<file path="src/rtl/divider_unit_pkg.sv">
// -----------------------------------------------------------------------------
// divider_unit_pkg
//
// Purpose : Shared definitions for the EX-stage divider. The HiLo packing
//           constants are shared with the multiplier so both producers agree
//           on where the remainder (Hi) and the quotient (Lo) sit in the
//           64-bit HiLo word.
// Contents: DIV_WIDTH       default operand width
//           HI_MSB / LO_MSB HiLo packing: Hi = [HI_MSB:LO_MSB+1], Lo = [LO_MSB:0]
//           div_state_e     divider FSM state encoding
// -----------------------------------------------------------------------------
package divider_unit_pkg;

   localparam int DIV_WIDTH = 32;

   localparam int HI_MSB = 63;
   localparam int LO_MSB = 31;

   typedef enum logic [1:0] {
      IDLE = 2'd0,
      CALC = 2'd1,
      FIX  = 2'd2,
      DONE = 2'd3
   } div_state_e;

endpackage : divider_unit_pkg

</file>
<file path="src/rtl/divider_unit.sv">
// -----------------------------------------------------------------------------
// divider_unit
//
// Purpose : Multi-cycle restoring integer divider for DIV / DIVU. Operands are
//           captured on a one-cycle start pulse, one quotient bit is produced
//           per clock, a sign/zero fix-up cycle follows, and the result is
//           presented as {remainder, quotient} for the HiLo register.
//           Latency from the accepting edge to done is WIDTH+1 cycles.
//
// Ports   : clk          clock, rising edge
//           rst          asynchronous active-low reset
//           start        request, sampled only in IDLE or DONE
//           is_signed    1 = DIV, 0 = DIVU (sampled with start)
//           flush        abort the operation in flight; wins over start
//           dataA        dividend (rs)
//           dataB        divisor (rt)
//           busy         high while iterating or fixing up (registered)
//           done         one-cycle pulse when dataOut is updated
//           div_by_zero  last completed operation had a zero divisor
//           dataOut      {remainder, quotient}
// -----------------------------------------------------------------------------
module divider_unit
   import divider_unit_pkg::*;
#(
   parameter int WIDTH = DIV_WIDTH
) (
   input  logic               clk,
   input  logic               rst,
   input  logic               start,
   input  logic               is_signed,
   input  logic               flush,
   input  logic [WIDTH-1:0]   dataA,
   input  logic [WIDTH-1:0]   dataB,
   output logic               busy,
   output logic               done,
   output logic               div_by_zero,
   output logic [2*WIDTH-1:0] dataOut
);

   localparam int CNT_W = (WIDTH > 1) ? $clog2(WIDTH) : 1;
   localparam logic [CNT_W-1:0] LAST_CNT = CNT_W'(WIDTH - 1);

   // ---------------------------------------------------------------------------
   // State
   // ---------------------------------------------------------------------------
   div_state_e         state_q,    state_d;
   logic [CNT_W-1:0]   count_q,    count_d;
   logic [WIDTH-1:0]   rem_q,      rem_d;      // partial remainder
   logic [WIDTH-1:0]   quo_q,      quo_d;      // dividend bits out, quotient bits in
   logic [WIDTH-1:0]   divisor_q,  divisor_d;  // |B|
   logic               neg_quo_q,  neg_quo_d;  // sign(A) != sign(B)
   logic               neg_rem_q,  neg_rem_d;  // sign(A)
   logic               zero_q,     zero_d;     // divisor was zero
   logic               busy_q,     busy_d;
   logic               done_q,     done_d;
   logic               dbz_q,      dbz_d;
   logic [2*WIDTH-1:0] data_out_q, data_out_d;

   // ---------------------------------------------------------------------------
   // Datapath helpers
   // ---------------------------------------------------------------------------
   logic [WIDTH:0]   shifted;   // {rem, next dividend bit}
   logic [WIDTH:0]   trial;     // shifted - |B|, bit WIDTH is the borrow
   logic [WIDTH-1:0] a_mag;
   logic [WIDTH-1:0] b_mag;
   logic             a_neg;
   logic             b_neg;
   logic [WIDTH-1:0] quo_fix;
   logic [WIDTH-1:0] rem_fix;

   always_comb begin
      a_neg = is_signed & dataA[WIDTH-1];
      b_neg = is_signed & dataB[WIDTH-1];
      a_mag = a_neg ? (-dataA) : dataA;
      b_mag = b_neg ? (-dataB) : dataB;
   end

   // Restoring step. The remainder is always below |B|, so when the trial
   // subtraction borrows the shifted value still fits in WIDTH bits.
   always_comb begin
      shifted = {rem_q, quo_q[WIDTH-1]};
      trial   = shifted - {1'b0, divisor_q};
   end

   // Sign fix-up. The most negative dividend over -1 naturally wraps back to
   // itself, which is the required quotient, so no special case is needed.
   // A zero divisor keeps the all-ones quotient of the unsigned iteration;
   // its remainder is |A| with the sign of A, i.e. the original dividend.
   always_comb begin
      rem_fix = neg_rem_q ? (-rem_q) : rem_q;
      if (zero_q) begin
         quo_fix = '1;
      end else begin
         quo_fix = neg_quo_q ? (-quo_q) : quo_q;
      end
   end

   // ---------------------------------------------------------------------------
   // Next-state logic
   // ---------------------------------------------------------------------------
   always_comb begin
      state_d    = state_q;
      count_d    = count_q;
      rem_d      = rem_q;
      quo_d      = quo_q;
      divisor_d  = divisor_q;
      neg_quo_d  = neg_quo_q;
      neg_rem_d  = neg_rem_q;
      zero_d     = zero_q;
      dbz_d      = dbz_q;
      data_out_d = data_out_q;

      unique case (state_q)
         IDLE, DONE: begin
            state_d = IDLE;
            if (start && !flush) begin
               quo_d     = a_mag;
               divisor_d = b_mag;
               rem_d     = '0;
               neg_quo_d = a_neg ^ b_neg;
               neg_rem_d = a_neg;
               zero_d    = (dataB == '0);
               count_d   = '0;
               state_d   = CALC;
            end
         end

         CALC: begin
            if (flush) begin
               count_d = '0;
               state_d = IDLE;
            end else begin
               if (!trial[WIDTH]) begin
                  rem_d = trial[WIDTH-1:0];
               end else begin
                  rem_d = shifted[WIDTH-1:0];
               end
               quo_d = {quo_q[WIDTH-2:0], ~trial[WIDTH]};
               if (count_q == LAST_CNT) begin
                  count_d = '0;
                  state_d = FIX;
               end else begin
                  count_d = count_q + 1'b1;
               end
            end
         end

         FIX: begin
            if (flush) begin
               state_d = IDLE;
            end else begin
               data_out_d = {rem_fix, quo_fix};
               dbz_d      = zero_q;
               state_d    = DONE;
            end
         end

         default: begin
            state_d = IDLE;
            count_d = '0;
         end
      endcase

      // Flags are decoded from the next state and registered, so busy/done
      // come straight from flops with no decode glitches.
      busy_d = (state_d == CALC) || (state_d == FIX);
      done_d = (state_d == DONE);
   end

   // ---------------------------------------------------------------------------
   // Registers
   // ---------------------------------------------------------------------------
   always_ff @(posedge clk or negedge rst) begin
      if (!rst) begin
         state_q    <= IDLE;
         count_q    <= '0;
         rem_q      <= '0;
         quo_q      <= '0;
         divisor_q  <= '0;
         neg_quo_q  <= 1'b0;
         neg_rem_q  <= 1'b0;
         zero_q     <= 1'b0;
         busy_q     <= 1'b0;
         done_q     <= 1'b0;
         dbz_q      <= 1'b0;
         data_out_q <= '0;
      end else begin
         state_q    <= state_d;
         count_q    <= count_d;
         rem_q      <= rem_d;
         quo_q      <= quo_d;
         divisor_q  <= divisor_d;
         neg_quo_q  <= neg_quo_d;
         neg_rem_q  <= neg_rem_d;
         zero_q     <= zero_d;
         busy_q     <= busy_d;
         done_q     <= done_d;
         dbz_q      <= dbz_d;
         data_out_q <= data_out_d;
      end
   end

   assign busy        = busy_q;
   assign done        = done_q;
   assign div_by_zero = dbz_q;
   assign dataOut     = data_out_q;

endmodule : divider_unit

</file>
<file path="config.mk">
export PLATFORM = sky130hd
export DESIGN_NAME = divider_unit
export DESIGN_NICKNAME = d
export VERILOG_FILES = /design/src/rtl/divider_unit_pkg.sv /design/src/rtl/divider_unit.sv
export SDC_FILE = /design/constraint.sdc
export NUM_CORES = 1
export LEC_CHECK = 0
export ABC_CLOCK_PERIOD_IN_PS = 3700
export CAP_MARGIN = 10
export CORE_ASPECT_RATIO = 1.4
export CORE_MARGIN = 5
export CORE_UTILIZATION = 55
export CTS_CLUSTER_SIZE = 12
export DETAILED_ROUTE_END_ITERATION = 6
export GPL_TIMING_DRIVEN = 1
export PLACE_DENSITY = 0.84
export SYNTH_ARGS = -nofsm -noshare
export SYNTH_HDL_FRONTEND = slang
export SYNTH_SLANG_ARGS = --single-unit
</file>
<file path="constraint.sdc">
create_clock -name clk -period 3.7 [get_ports clk]
set_input_delay 0.74 -clock clk [delete_from_list [all_inputs] [get_ports clk]]
set_output_delay 0.74 -clock clk [all_outputs]
set_load 0.02 [all_outputs]
</file>
==> impl_metrics.env <==
export IMPL_synth_seq_cells=173
export IMPL_final_antenna_net_count=0
export IMPL_avgSynthCellArea_um2=8.34
export IMPL_port_buffers=135
export IMPL_cp_end_kind="register"
export IMPL_worst_setup_path_type="reg2reg"
export IMPL_ys_types=66
export IMPL_n_antenna_cell=0
export IMPL_slew_viol_final=0
export IMPL_clock_sinks=173
export IMPL_num_vias=10300
export IMPL_grt_pass1_vias=9964
export IMPL_outcome="completed"
export IMPL_regToRegSetupSlack_ps=470
export IMPL_p_comb_share_pct=24.2
export IMPL_layout_nets=1582
export IMPL_rsz0062_at_grt="no"
export IMPL_maxCapViolations=0
export IMPL_netSwitchingFraction_pct=31.6
export IMPL_final_common_cell="nand2_1"
export IMPL_gp_congestion=0.920
export IMPL_antenna_found_initial=0
export IMPL_avgRoutedWirePerCell_um=16.6
export IMPL_ir_drop_mv=0.311
export IMPL_powerDensity_nw_per_um2=401
export IMPL_ios=136
export IMPL_endpoint="rem_q[23]"
export IMPL_finalHoldViolations=0
export IMPL_cp_max_fo=7
export IMPL_use_met2_pct=42.9
export IMPL_multi_input_area_um2=6630
export IMPL_die_area_um2=23800
export IMPL_cts_setup_buffers=0
export IMPL_hold_class="in2async"
export IMPL_drive_gt1_share_pct=5.32
export IMPL_synth_seq_area_share_pct=37.9
export IMPL_clk_pin_slew_ps=70
export IMPL_grt_busiest_layer="met2"
export IMPL_grt_first_pass_wirelength_mm=47.8
export IMPL_fin_ws_ps=473
export IMPL_fmax_ghz=0.310
export IMPL_pwr_share_seq_pct=41.5
export IMPL_die_x_um=132
export IMPL_setup_tns_ps=0
export IMPL_ys_warn_count=0
export IMPL_synth_ff_type="dfrtp_1"
export IMPL_cts_htree_levels=4
export IMPL_hold_buffers=0
export IMPL_core_um2=20500
export IMPL_layout_common_cells="200 x nand2_1, 173 x dfrtp_1, 163 x o21ai_0, 134 x clkdlybuf4s50_1, 103 x xor2_1"
export IMPL_synth_edff_count=0
export IMPL_initial_core_util_pct=55.8
export IMPL_fillers=1672
export IMPL_fp_dieH_um=181
export IMPL_cp_start_kind="register"
export IMPL_worst_pin_slew_ps=1010
export IMPL_power_total_mw=5.48
export IMPL_insertion_delay_ps=430
export IMPL_p_leak_nw=5.90
export IMPL_setup_worst_path_start="rem_q[2]"
export IMPL_grt_overflow_total=0
export IMPL_cp_required_ps=4060
export IMPL_first_iter_violations=799
export IMPL_grtUsageMet3_pct=4.11
export IMPL_cts_buffer_depth=2
export IMPL_ff_latch_area_um2=4330
export IMPL_drt_total_wl_mm=28.8
export IMPL_finalCritPeriodShare_pct=87.2
export IMPL_power_switching_mw=1.73
export IMPL_area_growth_pct=19.6
export IMPL_syn_num_nets=1481
export IMPL_grt_util_met1_pct=28.3
export IMPL_timing_rr_end="rem_q[23]"
export IMPL_r2r_start="rem_q[2]"
export IMPL_cts_made_buffers=17
export IMPL_p_clk_share_pct=34.3
export IMPL_cts_tree="built"
export IMPL_p_int_mw=3.75
export IMPL_pre_cts_slack_ps=19.0
export IMPL_ys_async_sr_fraction_pct=100
export IMPL_synthesis_area_um2=11400
export IMPL_grt_use_total_pct=23.9
export IMPL_finalClockSkew_ps=10.8
export IMPL_fin_crit_ps=3230
export IMPL_postSynthCellCount=1370
export IMPL_fp_row_count=62
export IMPL_dp_hpwl_mm=21.9
export IMPL_cp_arrival_ps=3590
export IMPL_r2r_cells=9
export IMPL_drc=0
export IMPL_detail_route_vias_per_cell=5.91
export IMPL_cts_resized=0
export IMPL_grt_max_degree=79
export IMPL_firstDrtPassIters=5
export IMPL_maxSlewHeadroom_pct=33.0
export IMPL_cts_root_buf="clkbuf_16"
export IMPL_finalSetupViolCount=0
metal layers:
layer	wire [um]	part of all wire [%]
met5	0	0
met3	1520	5.3
met2	14700	51
met1	11700	41
met4	959	3.3
registers in the layout, summed over array words and instances (netlist names):
register	count
rem_q	32
zero_q	1
neg_quo_q	1
count_q	5
quo_q	32
div_by_zero	1
busy	1
divisor_q	32
neg_rem_q	1
done	1
dataOut	64
state_q	2
power by group through the flow:
stage | combinational, mW | clock [mW] | sequential, mW
final | 1.33 | 1.88 | 2.27
after global routing | 1.48 | 1.97 | 2.31
after CTS | 1.33 | 1.90 | 2.27
after detailed placement | 1.32 | 0 | 2.31
after global placement | 1.29 | 0 | 2.29
after floorplan | 0.876 | 0 | 2.29
synthesized netlist by cell type (4+ instances only):
| cell type | n | area [um^2] |
|---|---|---|
| nand2b_1 | 14 | 87.6 |
| o21bai_1 | 6 | 45.0 |
| a21oi_1 | 96 | 480 |
| clkbuf_1 | 70 | 263 |
| xor2_1 | 103 | 902 |
| inv_1 | 49 | 184 |
| o21a_1 | 7 | 52.6 |
| or2_2 | 5 | 31.3 |
| nor3_1 | 17 | 85.1 |
| dfrtp_1 | 173 | 4330 |
| nor2b_1 | 10 | 62.6 |
| o21ai_0 | 163 | 816 |
| nor4_1 | 11 | 68.8 |
| mux2i_1 | 18 | 180 |
| a31oi_1 | 9 | 56.3 |
| o221ai_1 | 5 | 43.8 |
| ha_1 | 41 | 513 |
| o41ai_1 | 18 | 158 |
| or4_1 | 11 | 82.6 |
| and3_1 | 8 | 50.1 |
| nor2_1 | 96 | 360 |
| xnor2_1 | 37 | 324 |
| nand3_1 | 37 | 185 |
| o31ai_1 | 31 | 233 |
| o311ai_0 | 4 | 35.0 |
| or3_1 | 16 | 100 |
| o211ai_1 | 11 | 82.6 |
| a21o_1 | 21 | 158 |
| and2_1 | 10 | 62.6 |
| nand2_1 | 200 | 751 |
| nand4_1 | 7 | 43.8 |
| a211oi_1 | 11 | 82.6 |
critical path: stages (launching register included):
cell	delay [ps]
dfrtp_1	470
ha_1	400
a21o_1	200
a21oi_1	290
a211oi_1	170
o21ai_0	320
a21oi_1	220
or4b_2	660
a31oi_1	220
a221o_1	200
kinds of logic (layout without fill, tap and decap cells):
logic type	count (synthesis)	in the layout	share of synthesized area, %
AO/OA/AOI/OAI	413	413	22.2
flip-flops	173	173	37.9
AND/OR/NAND/NOR	458	458	18.6
XOR/XNOR	140	140	10.7
adder cells (fa/ha/maj)	42	42	4.67
buffers and inverters	125	239	4.23
multiplexers	19	19	1.68
per-stage QoR:
step / std cells / hold WS, ps / utilization [%] / cell area [um^2]
2_1_floorplan: 1370 / 444 / - / 11400
3_3_place_gp: 1708 / 457 / 63.7 / 13000
3_5_place_dp: 1708 / 470 / 63.7 / 13000
4_1_cts: 1740 / 360 / 66.7 / 13700
5_1_grt: 1740 / 393 / 66.7 / 13700
6_report: 1740 / 326 / 66.7 / 13700
final cells by class:
cell class                 count  share of cell area [%]
timing repair buffer         158                    11.5
tap                          256                    2.34
clock buffer                  19                    3.24
multi-input combinational   1072                    48.5
clock inverter                13                    1.30
inverter                      49                    1.35
sequential                   173                    31.7
worst min-delay path by stage:
stage                             start             to  cells after the start
after floorplan                     rst           busy                      0
after global placement       count_q[4]     count_q[4]                      2
after detailed placement  divisor_q[25]  divisor_q[25]                      2
after CTS                           rst    dataOut[24]                      1
after global routing                rst    dataOut[24]                      1
final                               rst    dataOut[24]                      1
Power figures use the tool's default switching activity.
